**src/rtl/cpu_pkg.sv**
```systemverilog
// Shared definitions for the 5-stage MIPS core: next-PC select encodings,
// the NOP encoding and the default PC vectors used by the fetch stage.
package cpu_pkg;

   // Next-PC select encodings driven by the control path.
   typedef enum logic [2:0] {
      PCSRC_SEQ   = 3'b000,
      PCSRC_BR    = 3'b001,
      PCSRC_J     = 3'b010,
      PCSRC_JR    = 3'b011,
      PCSRC_IRQ   = 3'b100,
      PCSRC_EXC   = 3'b101,
      PCSRC_RSVD6 = 3'b110,
      PCSRC_RSVD7 = 3'b111
   } pcsrc_e;

   // All-zero word is sll $0,$0,0, used as the bubble instruction.
   localparam logic [31:0] NOP_INSTR = 32'h0000_0000;

   // Default vectors; the fetch stage exposes these as overridable parameters.
   localparam logic [31:0] DEF_RESET_VECTOR = 32'h0000_0000;
   localparam logic [31:0] DEF_ILLOP_VECTOR = 32'h8000_0004;
   localparam logic [31:0] DEF_XADR_VECTOR  = 32'h8000_0008;

   // j/jal target: upper nibble of the delay-slot PC, 26-bit index, word aligned.
   function automatic logic [31:0] jump_target(input logic [31:0] pc_plus4,
                                               input logic [31:0] instr);
      return {pc_plus4[31:28], instr[25:0], 2'b00};
   endfunction

endpackage

```
**src/rtl/if2id_reg.sv**
```systemverilog
// IF/ID pipeline register. Flush has priority over write; with neither
// asserted the register holds. Reset (active-low, synchronous) inserts a bubble.
module if2id_reg
   import cpu_pkg::*;
(
   input  logic        clk,
   input  logic        reset,
   input  logic        flush,
   input  logic        write,
   input  logic [31:0] fetch_instr,
   input  logic [31:0] fetch_pc_plus4,
   output logic [31:0] instr,
   output logic [31:0] pc_plus4,
   output logic        valid
);

   logic [31:0] instr_reg;
   logic [31:0] pc_plus4_reg;
   logic        valid_reg;

   // Capture the fetched word, or replace it with a bubble on flush/reset.
   always_ff @(posedge clk) begin
      if (!reset) begin
         instr_reg    <= NOP_INSTR;
         pc_plus4_reg <= 32'h0000_0000;
         valid_reg    <= 1'b0;
      end else if (flush) begin
         instr_reg    <= NOP_INSTR;
         pc_plus4_reg <= 32'h0000_0000;
         valid_reg    <= 1'b0;
      end else if (write) begin
         instr_reg    <= fetch_instr;
         pc_plus4_reg <= fetch_pc_plus4;
         valid_reg    <= 1'b1;
      end
   end

   assign instr    = instr_reg;
   assign pc_plus4 = pc_plus4_reg;
   assign valid    = valid_reg;

endmodule

```
**src/rtl/fetch_stage.sv**
```systemverilog
// Instruction fetch stage plus IF/ID register of the 5-stage MIPS core.
// Owns the PC, selects the next PC from the redirect controls and hands the
// fetched instruction to ID through if2id_reg.
// Optional build macro FETCH_PERF_CNT_EN adds saturating stall/flush counters.
module fetch_stage
   import cpu_pkg::*;
#(
   parameter logic [31:0] RESET_VECTOR = DEF_RESET_VECTOR,
   parameter logic [31:0] ILLOP_VECTOR = DEF_ILLOP_VECTOR,
   parameter logic [31:0] XADR_VECTOR  = DEF_XADR_VECTOR
)(
   input  logic        clk,
   input  logic        reset,
   input  logic [2:0]  PCSrc,
   input  logic        Branch,
   input  logic [31:0] branch_target,
   input  logic [31:0] jr_target,
   input  logic        Write_PC,
   input  logic        Write_IF2ID,
   input  logic        flush_IF2ID,
   output logic [31:0] imem_addr,
   input  logic [31:0] imem_rdata,
   output logic [31:0] pc,
   output logic [31:0] IF2ID_instr,
   output logic [31:0] IF2ID_pc_plus4,
   output logic        IF2ID_valid
`ifdef FETCH_PERF_CNT_EN
   ,
   output logic [31:0] stall_cnt,
   output logic [31:0] flush_cnt
`endif
);

   logic [31:0] pc_reg;
   logic [31:0] pc_plus4;
   logic [31:0] pc_next;
   logic        redirect;

   assign pc_plus4 = pc_reg + 32'd4;

   // Next-PC mux; redirect marks any control transfer that must not be lost to a stall.
   always_comb begin
      pc_next  = pc_plus4;
      redirect = 1'b0;
      case (PCSrc)
         PCSRC_BR: begin
            if (Branch) begin
               pc_next  = branch_target;
               redirect = 1'b1;
            end
         end
         PCSRC_J: begin
            pc_next  = jump_target(IF2ID_pc_plus4, IF2ID_instr);
            redirect = 1'b1;
         end
         PCSRC_JR: begin
            pc_next  = jr_target & 32'hFFFF_FFFC;
            redirect = 1'b1;
         end
         PCSRC_IRQ: begin
            pc_next  = ILLOP_VECTOR;
            redirect = 1'b1;
         end
         PCSRC_EXC: begin
            pc_next  = XADR_VECTOR;
            redirect = 1'b1;
         end
         default: begin
            pc_next  = pc_plus4;
            redirect = 1'b0;
         end
      endcase
   end

   // PC register: a redirect loads even during a load-use stall.
   always_ff @(posedge clk) begin
      if (!reset) begin
         pc_reg <= RESET_VECTOR;
      end else if (Write_PC || redirect) begin
         pc_reg <= pc_next;
      end
   end

   assign pc        = pc_reg;
   assign imem_addr = pc_reg;

   if2id_reg u_if2id (
      .clk            (clk),
      .reset          (reset),
      .flush          (flush_IF2ID),
      .write          (Write_IF2ID),
      .fetch_instr    (imem_rdata),
      .fetch_pc_plus4 (pc_plus4),
      .instr          (IF2ID_instr),
      .pc_plus4       (IF2ID_pc_plus4),
      .valid          (IF2ID_valid)
   );

`ifdef FETCH_PERF_CNT_EN
   logic [31:0] stall_cnt_reg;
   logic [31:0] flush_cnt_reg;

   // Saturating counters of IF/ID hold cycles and IF/ID flush cycles.
   always_ff @(posedge clk) begin
      if (!reset) begin
         stall_cnt_reg <= 32'h0000_0000;
         flush_cnt_reg <= 32'h0000_0000;
      end else begin
         if (!Write_IF2ID && !flush_IF2ID && (stall_cnt_reg != 32'hFFFF_FFFF)) begin
            stall_cnt_reg <= stall_cnt_reg + 32'd1;
         end
         if (flush_IF2ID && (flush_cnt_reg != 32'hFFFF_FFFF)) begin
            flush_cnt_reg <= flush_cnt_reg + 32'd1;
         end
      end
   end

   assign stall_cnt = stall_cnt_reg;
   assign flush_cnt = flush_cnt_reg;
`endif

endmodule

```
**config.mk**
```make
export PLATFORM = sky130hd
export DESIGN_NAME = fetch_stage
export DESIGN_NICKNAME = d
export VERILOG_FILES = /design/src/rtl/cpu_pkg.sv /design/src/rtl/if2id_reg.sv /design/src/rtl/fetch_stage.sv
export SDC_FILE = /design/constraint.sdc
export NUM_CORES = 1
export LEC_CHECK = 0
export BUFFER_PORTS_ARGS = -buffer_cell sky130_fd_sc_hd__buf_4
export CAP_MARGIN = 5
export CORE_ASPECT_RATIO = 1.4
export CORE_MARGIN = 8
export CORE_UTILIZATION = 44
export DETAILED_ROUTE_END_ITERATION = 12
export MAX_ROUTING_LAYER = met4
export PLACE_DENSITY = 0.78
export SLEW_MARGIN = 20
export SYNTH_ARGS = -nofsm -noshare
export SYNTH_HDL_FRONTEND = slang
export SYNTH_HIERARCHICAL = 1
export SYNTH_SLANG_ARGS = --single-unit
```
**constraint.sdc**
```tcl
create_clock -name clk -period 2.5 [get_ports clk]
set_input_delay 0.25 -clock clk [delete_from_list [all_inputs] [get_ports clk]]
set_output_delay 0.25 -clock clk [all_outputs]
set_load 0.005 [all_outputs]
```
==> impl_metrics.ini, run 1 <==
[outcome]
status = completed

[synth]
synth-edff-count = 0
synth_area_um2 = 5450
synth.distinct_cells = 57
syn-num-nets = 739
async_flop_share = 0
ys_warn_count = 6
synth_ff_type = dfxtp_1
syn_area_per_cell_um2 = 8.64
ys_seq_area_frac = 0.356
synth_top_area_share = 0.356
synth_area_leaders = dfxtp_1, mux2i_1, nor2_1
yosysTopAreaCell = dfxtp_1
syn_inst = 631
ys_seq_elements = 97

[global_routing]
grt_pass1_vias = 5597
overflow = 0
antenna_found_initial = 0
grt_pass1_wl_um = 29000
grtUsageTotal = 0.231
grt_max_degree = 32

[worst_setup_path]
cp_data_required_time_ns = 2.76
cp.arrival_ns = 2.57
r2r_start = imem_addr[12]
crit_path_start_kind = flip-flop
crit_path_max_fanout = 6
reg2reg_slack_ns = 0.19
cp_top_family = simple AND/OR/NAND/NOR gates
crit_buf_inv = 0
crit_chain = nand4_4 -> or4_1 -> or4_4 -> or3_1 -> a31oi_1
critical-path-max-stage-delay_ns = 0.57
startpoint = imem_addr[12]
cp_slowest_cell = or4_1
end_kind = flip-flop
critPathKind = flip-flop to flip-flop

[timing]
hold_violations = 0
drv_slew = 0
finalClockSkew_ns = 0.00971
setup_viol = 0
setup_tns_ns = 0
grt_setup_unrepaired = false
fin_crit_sh = 0.923
period_needed_ns = 2.31
tightestPinTransition_ns = 0.907
slew_headroom = 0.395
fmaxAchievable_mhz = 433

[routing]
ant_nets = 0
wl_per_cell_um = 19.4
drcViolationCount = 0
dr.pass1.iters = 5
vias = 5465
vias_per_cell = 5.59
drt-total-wl_um = 19000
dr.first_iter.drc_count = 294

[power]
p_switching_mw = 1.03
power_frac_comb = 0.188
power_frac_seq = 0.423
power_frac_clock = 0.389
switching_share = 0.263
powerDensity_nw_per_um2 = 524
totalPowerFinal_mw = 3.91
peakVddDrop_mv = 0.320
p_leak_nw = 3.38
internal-power_mw = 2.88

[floorplan]
rows = 48
start_util = 0.447
die_area_um2 = 16300
chipHeight_um = 148
fp.dieW_um = 110
core_um2 = 12200
pin_count = 234

[clock_network]
cts_resized = 0
htree_levels = 3
cts.sinks = 97
cts_buffers = 9
hold_buffers = 0
path_clk_slew_ns = 0.07
clockRootBuffer = clkbuf_16
post_cts_buffers = 0
insertion_delay_ns = 0.35
cts_buffer_depth = 2
cts_tree = done

[hold_path]
min_path_type = input pin to flip-flop
hold_start = imem_rdata[28]

[placed_design]
hpwl_um = 14800
place.gp.congestion = 0.926
io_buffer_count = 231
placedInstanceArea_um2 = 7130

[layout]
n_antenna_cell = 0
nNetsFinal = 930
area_growth_pct = 36.7
n_fill_cell = 1038
fin_area_um2 = 7450
final_layout_size_suffix_gt1_frac = 0.347

[run]
cap_violations = 0
## synth_stat cells, types with 7 or more instances
cell,n
nand2_1,35
nor2_1,92
mux2i_1,94
a31oi_1,11
buf_4,36
a221oi_1,7
nand4_1,10
a21oi_1,23
o21ai_0,26
nand3_1,18
xnor2_1,23
nor3_1,9
or3_1,9
a22oi_1,11
inv_1,11
clkbuf_1,31
dfxtp_1,97
## path summary, 6_finish.rpt
kind / cells past startpoint / end
worst min-delay path: 3 / u_if2id/instr[28]
worst min register to register: 2 / u_if2id/valid
worst max-delay path: 5 / imem_addr[28]
worst max register to register: 5 / imem_addr[28]
## tightest hold or removal path: stages
cell     delay, ns
buf_4         0.08
mux2i_1       0.05
nor2_1        0.07
## per-stage QoR
stage	hold WS, ns	cells	utilization	setup WS, ns
floorplan	0.397	631	-	0.0325
global placement	0.456	961	0.585	0.252
detailed placement	0.478	961	0.585	0.210
CTS	0.131	977	0.611	0.194
global route	0.139	977	0.611	0.142
finish	0.142	977	0.611	0.193
## power groups by stage
stage          Combinational [mW]  Sequential [mW]  Clock [mW]
2_1_floorplan               0.390             1.69           0
3_3_place_gp                0.714             1.68           0
3_5_place_dp                0.730             1.69           0
4_1_cts                     0.732             1.65        1.54
5_1_grt                     0.790             1.66        1.58
6_report                    0.735             1.65        1.52
## logic make-up after synthesis
family / after synthesis / synth area share
AND/OR/NAND/NOR: 200 / 0.175
AO/OA/AOI/OAI: 117 / 0.144
flip-flops: 97 / 0.356
multiplexers: 94 / 0.173
buffers and inverters: 93 / 0.102
XOR/XNOR: 27 / 0.0434
adder cells (fa/ha/maj): 3 / 0.00688
## layout by cell type, fill, tap and decap left out, drive strengths merged, types with 4 or more instances in the layout
cell type / instances
a22oi: 11
nor2: 92
nand2b: 5
nand3: 19
buf: 262
or3: 9
nand2: 36
nand4: 11
xnor2: 23
o32a: 4
a221oi: 7
a31oi: 11
mux2i: 94
nor4: 4
clkbuf: 12
inv: 11
xor2: 4
o22ai: 5
and3: 4
o21ai: 26
nor3: 9
a211oi: 4
dfxtp: 97
a21oi: 23
## routing by layer
| layer | global-route usage | up-vias | wire, µm |
|---|---|---|---|
| met3 | 0.0362 | 43 | 1270 |
| met1 | 0.259 | 2544 | 7300 |
| met2 | 0.394 | 281 | 9880 |
| met4 | 0.0997 | 0 | 552 |
| met5 | - | - | 0 |
| li1 | - | 2597 | - |
## final cells by class
class                   instances  area [µm²]  share of cell area
inverters                      11        41.3             0.00554
clock inverters                 4        76.3              0.0102
multi-input cells             441        2980               0.400
repair buffers                262        1980               0.266
flip-flops and latches         97        1940               0.260
well taps                     150         188              0.0252
clock buffers                  12         246              0.0331
Note: power is estimated with default switching activity, not from simulation.
==> run 2: changes to the inputs <==
CELL_PAD_IN_SITES_DETAIL_PLACEMENT = 0   (was unset)
CELL_PAD_IN_SITES_GLOBAL_PLACEMENT = 1   (was unset)
CORE_MARGIN = unset   (was 8)
CORE_UTILIZATION = 31   (was 44)
CTS_BUF_LIST = sky130_fd_sc_hd__clkbuf_16   (was unset)
PLACE_DENSITY = 0.77   (was 0.78)
==> run 2 against run 1 <==
Global-route usage is 3.0 points lower. Die area grew 12%. Design area up 1.2%. Critical path type unchanged. Routed wire length is 7.0% lower. Hold slack got worse by 0.015 ns. Sequential cell count is the same. Non-clock buffer count rose by 2. Via count fell by 6.0%.
==> impl_metrics.ini, run 2 (synthesis results as in run 1) <==
[outcome]
status = completed

[run]
cap_violations = 0

[worst_setup_path]
crit_path_start_kind = flip-flop
crit_path_max_fanout = 6
critPathKind = flip-flop to flip-flop
end_kind = flip-flop
cp.arrival_ns = 2.56
cp_data_required_time_ns = 2.78
reg2reg_slack_ns = 0.21

[layout]
final_layout_size_suffix_gt1_frac = 0.347
final_common_cell = buf_4
area_growth_pct = 38.3
n_fill_cell = 1821
n_antenna_cell = 0
nNetsFinal = 932
multiInputGateArea_um2 = 2980
layout_common_cells = buf_4, dfxtp_1, mux2i_1
regArea_um2 = 1940

[clock_network]
cts_resized = 0
cts_buffers = 9
cts_buffer_depth = 2
htree_levels = 3
post_cts_buffers = 0
clockRootBuffer = clkbuf_16
hold_buffers = 0
path_clk_slew_ns = 0.07
cts.sinks = 97
cts_tree = done
insertion_delay_ns = 0.36

[power]
p_leak_nw = 3.38
peakVddDrop_mv = 0.371
powerDensity_nw_per_um2 = 497
totalPowerFinal_mw = 3.75

[routing]
dr.pass1.iters = 4
drt-total-wl_um = 17700
vias_per_cell = 4.83
vias = 5137
ant_nets = 0
wl_per_cell_um = 16.6
dr.first_iter.drc_count = 169
drcViolationCount = 0

[global_routing]
antenna_found_initial = 0
grtUsageTotal = 0.201
grt_max_degree = 41
grt_pass1_vias = 4976
overflow = 0
grt_pass1_wl_um = 27400

[floorplan]
core_um2 = 17300
pin_count = 234
rows = 57
fp.dieW_um = 114
start_util = 0.316
die_area_um2 = 18100
chipHeight_um = 159

[placed_design]
place.gp.congestion = 0.815
hpwl_um = 13400
io_buffer_count = 231

[timing]
tightestPinTransition_ns = 0.906
drv_slew = 0
fmaxAchievable_mhz = 438
timing.hold.ws_ns = 0.126
setup_tns_ns = 0
fin_crit_sh = 0.914
setup_viol = 0
hold_violations = 0
period_needed_ns = 2.29
grt_setup_unrepaired = false
finalClockSkew_ns = 0.00724
slew_headroom = 0.395

[hold_path]
min_path_type = input pin to flip-flop
==> run 2: worst paths after layout <==
check	cells after the start	startpoint	end
setup reg to reg	5	imem_addr[12]	imem_addr[28]
hold / removal	3	imem_rdata[21]	u_if2id/instr[21]
setup / recovery	5	imem_addr[12]	imem_addr[28]
hold reg to reg	2	u_if2id/valid	u_if2id/valid
==> run 2: area by class of cell <==
class | instances | share of cell area
Inverter | 11 | 0.00547
Clock buffer | 9 | 0.0299
Sequential cell | 97 | 0.257
Clock inverter | 5 | 0.00664
Tap cell | 236 | 0.0392
Multi-Input combinational cell | 441 | 0.395
Timing Repair Buffer | 264 | 0.266
==> run 2: metal layers <==
layer  vias to the layer above  wire length, µm  global-route usage  share of wire
li1                       2594                -                   -              -
met1                      2365             7560               0.247           0.43
met2                       158             8810               0.329           0.50
met3                        20              971              0.0354          0.055
met4                         0              337              0.0708          0.019
met5                         -                0                   -              0
==> run 2: where the power goes <==
group	internal, mW	switching [mW]	leakage, nW
Combinational	0.378	0.348	2.45
Clock	0.757	0.611	0.136
Sequential	1.60	0.0550	0.788
Total	2.73	1.01	3.38
==> run 2: critical path, cell delays in order (launching register included) <==
cell	delay (ns)
dfxtp_1	0.43
nand4_4	0.16
or4_1	0.57
or4_4	0.54
or3_1	0.35
a31oi_1	0.15
==> run 2: per-stage QoR <==
stage / setup WS (ns) / util / cells / instance area (µm²)
2_1_floorplan: 0.0325 / - / 631 / 5450
3_3_place_gp: 0.237 / 0.421 / 1049 / 7270
3_5_place_dp: 0.220 / 0.421 / 1049 / 7270
4_1_cts: 0.208 / 0.437 / 1063 / 7540
5_1_grt: 0.117 / 0.437 / 1063 / 7540
6_report: 0.215 / 0.437 / 1063 / 7540
